File: src/rtl/divider_pkg.sv
// divider_pkg: shared constants and types for the sequential divider.
//   DIV_M   quotient width (26)
//   DIV_N   divisor / remainder width (14); the dividend is DIV_M+DIV_N bits
//   DIV_CW  width of the CALC bit counter
//   state_t controller states
package divider_pkg;

  localparam int DIV_M  = 26;
  localparam int DIV_N  = 14;
  localparam int DIV_CW = $clog2(DIV_M);

  typedef enum logic [1:0] {
    IDLE = 2'd0,
    CALC = 2'd1,
    FIX  = 2'd2,
    DONE = 2'd3
  } state_t;

  // A new request can only be taken while the datapath is not in use.
  function automatic logic can_accept(input state_t s);
    return (s == IDLE) || (s == DONE);
  endfunction

endpackage

File: src/rtl/divider_step.sv
// divider_step: one restoring-division iteration (purely combinational).
// Ports:
//   rem_in       partial remainder from the previous step (always < divisor_mag)
//   bit_in       next dividend bit, MSB first
//   divisor_mag  divisor magnitude
//   rem_out      partial remainder after trial-subtract / restore
//   q_bit        quotient bit produced by this step
module divider_step
  import divider_pkg::*;
#(
  parameter int N = DIV_N
) (
  input  logic [N-1:0] rem_in,
  input  logic         bit_in,
  input  logic [N-1:0] divisor_mag,
  output logic [N-1:0] rem_out,
  output logic         q_bit
);

  logic [N:0] shifted;

  // The shifted value needs N+1 bits, but whatever survives the
  // subtract/restore is below the divisor, so it fits back into N bits.
  always_comb begin
    shifted = {rem_in, bit_in};
    q_bit   = (shifted >= {1'b0, divisor_mag});
    rem_out = q_bit ? N'(shifted - {1'b0, divisor_mag}) : N'(shifted);
  end

endmodule

File: src/rtl/divider.sv
// divider: sequential restoring divider, one quotient bit per clock.
// Build option: define DIVIDER_SIGNED_EN for two's-complement operands
// (magnitude conversion, sign fix-up and signed range check); otherwise the
// operands are unsigned and FIX is an empty cycle of equal latency.
// Ports:
//   clk, rst             clock, synchronous active-high reset
//   start                request; taken only when not busy (IDLE or DONE)
//   dividend, divisor    operands, sampled on the accepting edge
//   busy                 high in CALC and FIX
//   done                 one-cycle pulse, results valid in that cycle
//   quotient, remainder  results, held until the next accepted start
//   div_by_zero          divisor was zero
//   overflow             quotient does not fit in M bits
module divider
  import divider_pkg::*;
#(
  parameter int M = DIV_M,
  parameter int N = DIV_N
) (
  input  logic             clk,
  input  logic             rst,
  input  logic             start,
  input  logic [M+N-1:0]   dividend,
  input  logic [N-1:0]     divisor,
  output logic             busy,
  output logic             done,
  output logic [M-1:0]     quotient,
  output logic [N-1:0]     remainder,
  output logic             div_by_zero,
  output logic             overflow
);

  localparam int W  = M + N;
  localparam int CW = $clog2(M);

  state_t         state, state_next;
  logic           accept;
  logic [W-1:0]   dividend_mag;
  logic [N-1:0]   divisor_mag;
  logic           err_zero, err_range;

  logic [N-1:0]   divisor_reg;
  logic [N-1:0]   rem_reg;
  logic [M-1:0]   shift_reg;
  logic [CW-1:0]  count;

  logic [N-1:0]   step_rem;
  logic           step_bit;

`ifdef DIVIDER_SIGNED_EN
  localparam logic [M-1:0] Q_MIN_MAG = {1'b1, {(M-1){1'b0}}};
  logic sign_dividend, sign_quotient;
  logic q_over;

  // Negating the most negative value yields the same bit pattern, which read
  // as unsigned is exactly its magnitude.
  assign dividend_mag = dividend[W-1] ? -dividend : dividend;
  assign divisor_mag  = divisor[N-1]  ? -divisor  : divisor;
  // A negative result may reach -2^(M-1); a positive one must stay below 2^(M-1).
  assign q_over = sign_quotient ? (shift_reg > Q_MIN_MAG) : shift_reg[M-1];
`else
  assign dividend_mag = dividend;
  assign divisor_mag  = divisor;
`endif

  assign accept    = start && can_accept(state);
  assign err_zero  = (divisor_mag == '0);
  // Upper half >= divisor means the quotient needs more than M bits.
  assign err_range = (dividend_mag[W-1:M] >= divisor_mag);

  divider_step #(.N(N)) u_step (
    .rem_in      (rem_reg),
    .bit_in      (shift_reg[M-1]),
    .divisor_mag (divisor_reg),
    .rem_out     (step_rem),
    .q_bit       (step_bit)
  );

  always_ff @(posedge clk) begin
    if (rst) state <= IDLE;
    else     state <= state_next;
  end

  always_comb begin
    state_next = state;
    busy       = 1'b0;
    done       = 1'b0;
    case (state)
      IDLE, DONE: begin
        done       = (state == DONE);
        state_next = IDLE;
        if (accept) state_next = (err_zero || err_range) ? DONE : CALC;
      end
      CALC: begin
        busy = 1'b1;
        if (count == '0) state_next = FIX;
      end
      FIX: begin
        busy       = 1'b1;
        state_next = DONE;
      end
      default: state_next = IDLE;
    endcase
  end

  // shift_reg starts as the low dividend bits and is consumed MSB-first while
  // quotient bits enter at the LSB, so it ends up holding the quotient magnitude.
  always_ff @(posedge clk) begin
    if (rst) begin
      quotient      <= '0;
      remainder     <= '0;
      div_by_zero   <= 1'b0;
      overflow      <= 1'b0;
      divisor_reg   <= '0;
      rem_reg       <= '0;
      shift_reg     <= '0;
      count         <= '0;
`ifdef DIVIDER_SIGNED_EN
      sign_dividend <= 1'b0;
      sign_quotient <= 1'b0;
`endif
    end else begin
      case (state)
        IDLE, DONE: begin
          if (accept) begin
            div_by_zero <= err_zero;
            overflow    <= err_range && !err_zero;
            divisor_reg <= divisor_mag;
            rem_reg     <= dividend_mag[W-1:M];
            shift_reg   <= dividend_mag[M-1:0];
            count       <= CW'(M - 1);
`ifdef DIVIDER_SIGNED_EN
            sign_dividend <= dividend[W-1];
            sign_quotient <= dividend[W-1] ^ divisor[N-1];
`endif
            if (err_zero || err_range) begin
              quotient  <= '0;
              remainder <= '0;
            end
          end
        end
        CALC: begin
          rem_reg   <= step_rem;
          shift_reg <= {shift_reg[M-2:0], step_bit};
          count     <= count - CW'(1);
        end
        FIX: begin
`ifdef DIVIDER_SIGNED_EN
          if (q_over) begin
            overflow  <= 1'b1;
            quotient  <= '0;
            remainder <= '0;
          end else begin
            quotient  <= sign_quotient ? -shift_reg : shift_reg;
            remainder <= sign_dividend ? -rem_reg   : rem_reg;
          end
`else
          quotient  <= shift_reg;
          remainder <= rem_reg;
`endif
        end
        default: ;
      endcase
    end
  end

endmodule

File: config.mk
export PLATFORM = sky130hd
export DESIGN_NAME = divider
export DESIGN_NICKNAME = d
export VERILOG_FILES = /design/src/rtl/divider_pkg.sv /design/src/rtl/divider_step.sv /design/src/rtl/divider.sv
export SDC_FILE = /design/constraint.sdc
export NUM_CORES = 1
export LEC_CHECK = 0
export BUFFER_PORTS_ARGS = -buffer_cell sky130_fd_sc_hd__buf_2
export CAP_MARGIN = 20
export CORE_MARGIN = 2
export CORE_UTILIZATION = 56
export DETAILED_ROUTE_END_ITERATION = 8
export HOLD_SLACK_MARGIN = 0.15
export PLACE_DENSITY = 0.81
export SLEW_MARGIN = 25
export SYNTH_ARGS = -nofsm -noshare
export SYNTH_HDL_FRONTEND = slang
export SYNTH_SLANG_ARGS = --single-unit
export TNS_END_PERCENT = 20
File: constraint.sdc
create_clock -name clk -period 2.9 [get_ports clk]
set_clock_uncertainty 0.15 [all_clocks]
set_input_delay 0 -clock clk [delete_from_list [all_inputs] [get_ports clk]]
set_output_delay 0 -clock clk [all_outputs]
set_load 0.005 [all_outputs]
# Yosys cells after proc, flatten, opt, wreduce, memory -nomap -nowiden
# Cells that the tools add are included.
# W data, S select, Z words.
# totals
reg_bits	103
in_bits	57
out_inout_bits	44
word_cells	53
# classes
n_addsub	2
magnitude_cmp	2
eq_ne	6
n_mux	19
reduce_logical	15
# ops
cell	count
$pmux W26 S2	2
$mux W26	3
$mux W14	4
$pmux W14 S2	2
$ge A15 B14 Y1	1
$ge A14 B14 Y1	1
$logic_not A14 Y1	1
$sub A14 B14 Y14	1
$pmux W5 S2	1
$mux W2	3
$ne A2 B2 Y1 const B	3
$pmux W2 S3	1
$logic_not A5 Y1	1
$mux W5	1
$sub A5 B1 Y5 const B	1
$eq A2 B2 Y1 const B	2
$reduce_and A2 Y1	2
$reduce_bool A2 Y1	2
$reduce_or A2 Y1	2
$reduce_and A3 Y1	1
$eq A2 B1 Y1 const B	1
$logic_and A1 B1 Y1	2
$logic_not A2 Y1	1
$logic_or A1 B1 Y1	2
other kinds (2)	3

# Logic depth before layout (Yosys ltp)
# depth
depth_word	5
depth_mapped	10
ltp_nobuf	9

# Cells and area by module
# From an unflattened synthesis, not the netlist that was laid out.
# unflattened
cells_unflattened	578
hier_area_um2	5470.2
# modules_own_cells
module	n_inst	cells_per_inst	area_per_inst_um2	seq_area_each_um2
divider	1	450	4445.5	2062.0
divider_step	1	128	1024.7	0.0

# Least setup slack after synthesis
# OpenSTA, ideal clock, no wires.
# synth_path
path_kind	register -> register
startpoint	reg divisor_reg[6]
endpoint	reg rem_reg[1]
setup_ps	120
arrival_time_ps	2066
required_ps	2630
slack_ps	564
stages_incl_launch_ff	10
n_path_buf	1
synth_period_minus_slack_ps	2336
path_cell_list	dfxtp_1 > inv_1 > ha_1 > a211o_1 > and2_4 > nand2b_4 > o21a_4 > or2_4 > buf_6 > a211o_1
# synth_via
elab_chain_cells	3
# synth_lines
item	line	text
start, declared	divider.sv:42	logic [N-1:0] divisor_reg;
start signal, assigned	divider.sv:128	divisor_reg <= divisor_mag;
$ge A15 B14 Y1	divider_step.sv:26	q_bit = (shifted >= {1'b0, divisor_mag});
$mux W14	divider_step.sv:27	rem_out = q_bit ? N'(shifted - {1'b0, divisor_mag}) : N'(shifted);
$pmux W14 S2	divider.sv:123	case (state)
end signal, assigned	divider.sv:129	rem_reg <= dividend_mag[W-1:M];
end signal, assigned	divider.sv:143	rem_reg <= step_rem;
end, declared	divider.sv:43	logic [N-1:0] rem_reg;
# No other way between the ends.
# A chain may end at the register's enable or synchronous reset.

# Final worst setup path
# layout_path
startpoint	reg state[0]
endpoint	reg divisor_reg[8]
# layout_via
elab_chain_cells	4
elab_cells_between_ends	6
classes_between	1 x eq/ne; 5 x reduce/logical
# layout_lines
item	line	text
start, declared	divider.sv:36	state_t state, state_next;
start signal, assigned	divider.sv:81	else state <= state_next;
$eq A2 B2 Y1 / $logic_not A2 Y1 (equally long branches)	divider_pkg.sv:21, divider.sv:123	
$logic_or A1 B1 Y1	divider_pkg.sv:21	return (s == IDLE) || (s == DONE);
$logic_and A1 B1 Y1	divider.sv:66	assign accept = start && can_accept(state);
$reduce_and A2 Y1 (no line) (*)	-	
# Mark *: on every way between the ends. The rest lies on a longest branch, timed or not.

==> results.md <==
* Outcome: complete, no violations
* Post-synth top area share at about two fifths
* Final Cycle Share at between 90% and 100%
* EDFF count, synth at 0
* Gr usage total at a little under a third
* Synth async-reset ratio at 0%
* Core ar. at 9200 um2
* DR iter-0 viols at 356
* Initial antenna violation count at 0
* Slew headroom at about 49%
* Reg2reg path depth at 8
* Crit. End Element: register
* Reg2reg start: state[0]$_SDFFE_PP0P_
* Nets@finish at 849
* Endpoints failing setup at 0
* Syn Area/Cell at roughly 8.9 um2
* DRT Wirelength at about 16,000 um
* Reg-to-reg endpoint: divisor_reg[8]$_SDFFE_PP0P_
* Clock slew at reported path FFs at approximately 0.12 ns
* Die height at roughly 100 um
* Share of layout cells above drive strength 1 at between 10% and 20%
* Power share of the sequential group at approximately 30%
* Combinational Power Share at about 57%
* Worst setup SP type: register
* Syn_nets at between 600 and 700
* Commonest cells post-synth: 103 x dfxtp_1, 54 x nand2_1, 51 x nor2_1, 45 x a22o_1, 41 x inv_1
* # diodes at 0
* H-tree level count at 3
* CP Cell Sequence: inv_1, ha_1, and2_1, buf_6, nand2_1, dlygate4sd3_1, a21oi_1, dlygate4sd3_1
* Synth cell types at between 60 and 70
* Clock Latency Late Sink at roughly 0.38 ns
* WP data required at roughly 3.1 ns
* Net Sw Power at 3350 uW
* Worst min path class: register to register
* CTS tree: yes
* Fmax at roughly 360 MHz
* Worst EP arrival at around 3 ns
* FP Rows at 35
* Setup tns final at 0 ns
* Residual DRC at 0
* Worst Tran Pin Value at around 0.75 ns
* WP buf/inv at 4
* Peak supply drop at 0.000705 V
* Worst setup path class: register to register
* Post-DP HPWL at ~10000 um
* Hold Path Depth at 2
* Synth area leaders: dfxtp_1 39%, ha_1 7.8%, a22o_1 7.5%
* Max incr delay on CP at between 0.5 and 0.6 ns
* Worst-path fanout max at 16
* Register area share after synthesis at 39.1%
* Internal power at slightly below 4000 uW
* Clk root buf: clkbuf_8
* Vias in the first global route at 5,227
* Final antenna-violating net count at 0
* YS warnings at 0
* Final Max Tran Viols at 0
* Unrepaired setup endpoints after global routing: false
* Clock network fraction of total power at 13.0%
* Power Density at 1050 nW/um2
* Hold slack at between 0.3 and 0.4 ns
* CTS sink cnt at 103
* IO Port Bufs at 100
* Largest net degree at the start of global routing at 54
* Final min period at ~2.8 ns
* Crit-path slowest cell: dlygate4sd3_1
* Die ar. at a little over 10,000 um2
* Worst reg2reg setup slack at 0.11 ns
* Num CTS Buffers at 9
* First-pass GRT wire length at 25,300 um
* Initial core utilization at between 50 and 60%
* Switching Fraction at between 40% and 50%
* Family with the most delay on the worst path: buffers and inverters
* Util after Layout at between 70% and 80%
* Pre-antenna DRT Iters at 5
* Crit path depth at 8
* Clk buf depth at 2
* Max Cap Viol at 0
* CP dominant cell by count: dlygate4sd3_1
* Synth area leader: dfxtp_1
* Die width at between 100 and 150 um
* Wire per inst at ~18 um
* Final Hold Vio Count at 0
* Routability cong. at between 1 and 1.5
* Via count at 5,304
* Vias per inst at 6.07
* Count leader, synth: dfxtp_1
* Flops & latches, synth at a little over 100
* Static leakage at 0.00309 uW
* Min-delay src: count[1]$_SDFFE_PP0P_
* Syn-to-layout area delta at 31.4%
* Netlist Area Pre-Place at approximately 5300 um2
* Worst-case hold path end point: count[1]$_SDFFE_PP0P_
* Main synth FF type: dfxtp_1
* Grt total ovfl at 0
* Top-level I/O count at slightly above 100
* Post-Syn Instances at 590
## worst register-to-register path, cell delays in order (launching register included)
cell and delay (ns):
dfxtp_2 0.38, inv_1 0.05, ha_1 0.35, and2_1 0.19, buf_6 0.18, nand2_1 0.07
dlygate4sd3_1 0.59, a21oi_1 0.20, dlygate4sd3_1 0.57
## per-layer routing
metal  vias to the layer above  wire length [um]  global-route usage [%]
li1                       2498                 -                       -
met3                        53              1180                    6.52
met2                       276              7600                    53.2
met4                         0               476                    12.8
met5                         -                 0                       0
met1                      2477              6590                    39.0
## worst max-delay path by stage
stage	endpoint	slack, ns	start
after global routing	divisor_reg[8]$_SDFFE_PP0P_	0.03	state[0]$_SDFFE_PP0P_
after global placement	rem_reg[8]$_SDFFE_PP0P_	0.37	rem_reg[11]$_SDFFE_PP0P_
after CTS	state[1]$_SDFFE_PP0P_	0.17	divisor[11]
after floorplan	rem_reg[1]$_SDFFE_PP0P_	0.56	divisor_reg[6]$_SDFFE_PP0P_
after detailed placement	rem_reg[8]$_SDFFE_PP0P_	0.35	rem_reg[11]$_SDFFE_PP0P_
final	divisor_reg[8]$_SDFFE_PP0P_	0.11	state[0]$_SDFFE_PP0P_
## cell families (layout without fill, tap and decap cells)
kind of cell	after synthesis	count (layout)	share of synthesized area (%)
AOI/OAI and AO/OA	177	177	25.5
and+or+nand+nor	157	157	13.9
DFF	103	103	39.1
buffers and inverters	80	253	6.10
adders and majority gates	34	34	8.21
muxes	28	28	5.36
xor gates and xnor gates	11	11	1.83
## power by group through the flow
stage	Clock [uW]	Combinational (uW)	Sequential, uW
2_1_floorplan	0	3000	2080
5_1_grt	1010	4520	2230
6_report	944	4150	2180
3_5_place_dp	0	3790	2190
3_3_place_gp	0	3700	2160
4_1_cts	946	4020	2150
## per-stage QoR
step / setup WS, ns / area, um2 / total power (uW) / instances
detailed placement: 0.350 / 5860 / 5970 / 775
floorplan: 0.564 / 5270 / 5070 / 590
global placement: 0.373 / 5860 / 5860 / 775
CTS: 0.174 / 6910 / 7110 / 874
global route: 0.0272 / 6930 / 7750 / 874
finish: 0.114 / 6930 / 7280 / 874
## final cells by class
class,count,area [um2]
Inverter,42,158
Clock buffer,9,124
Tap cell,111,139
Fill cell,615,2270
Multi-Input combinational cell,407,2910
Timing Repair Buffer,195,1440
Sequential cell,103,2060
Clock inverter,7,91.3
## cells in the final DEF (no fill, tap or decap), drive strengths merged, types with 5 or more instances in the layout
cell and count:
a22o 45, dlygate4sd3 83, xor2 5, o21ai 11
nor2 51, nand4 5, xnor2 6, clkinv 7
nor4 5, nand2 54, nand3b 5, a21o 8
clkbuf 9, a211oi 29, a22oi 6, buf 112
a21oi 32, o211ai 5, ha 33, dfxtp 103
mux2i 26, nor3 11, o221ai 6, nand3 5
inv 42
## repair_timing
action | 4_1_cts | 5_1_grt
resized for setup | 0 | 4
endpoints found under the setup margin | 0 | 40
buffers inserted | 0 | 0
hold buffers | 83 | 0
hold endpoints to repair | 62 | 0
No activity file was read; power rests on OpenSTA's default activity.
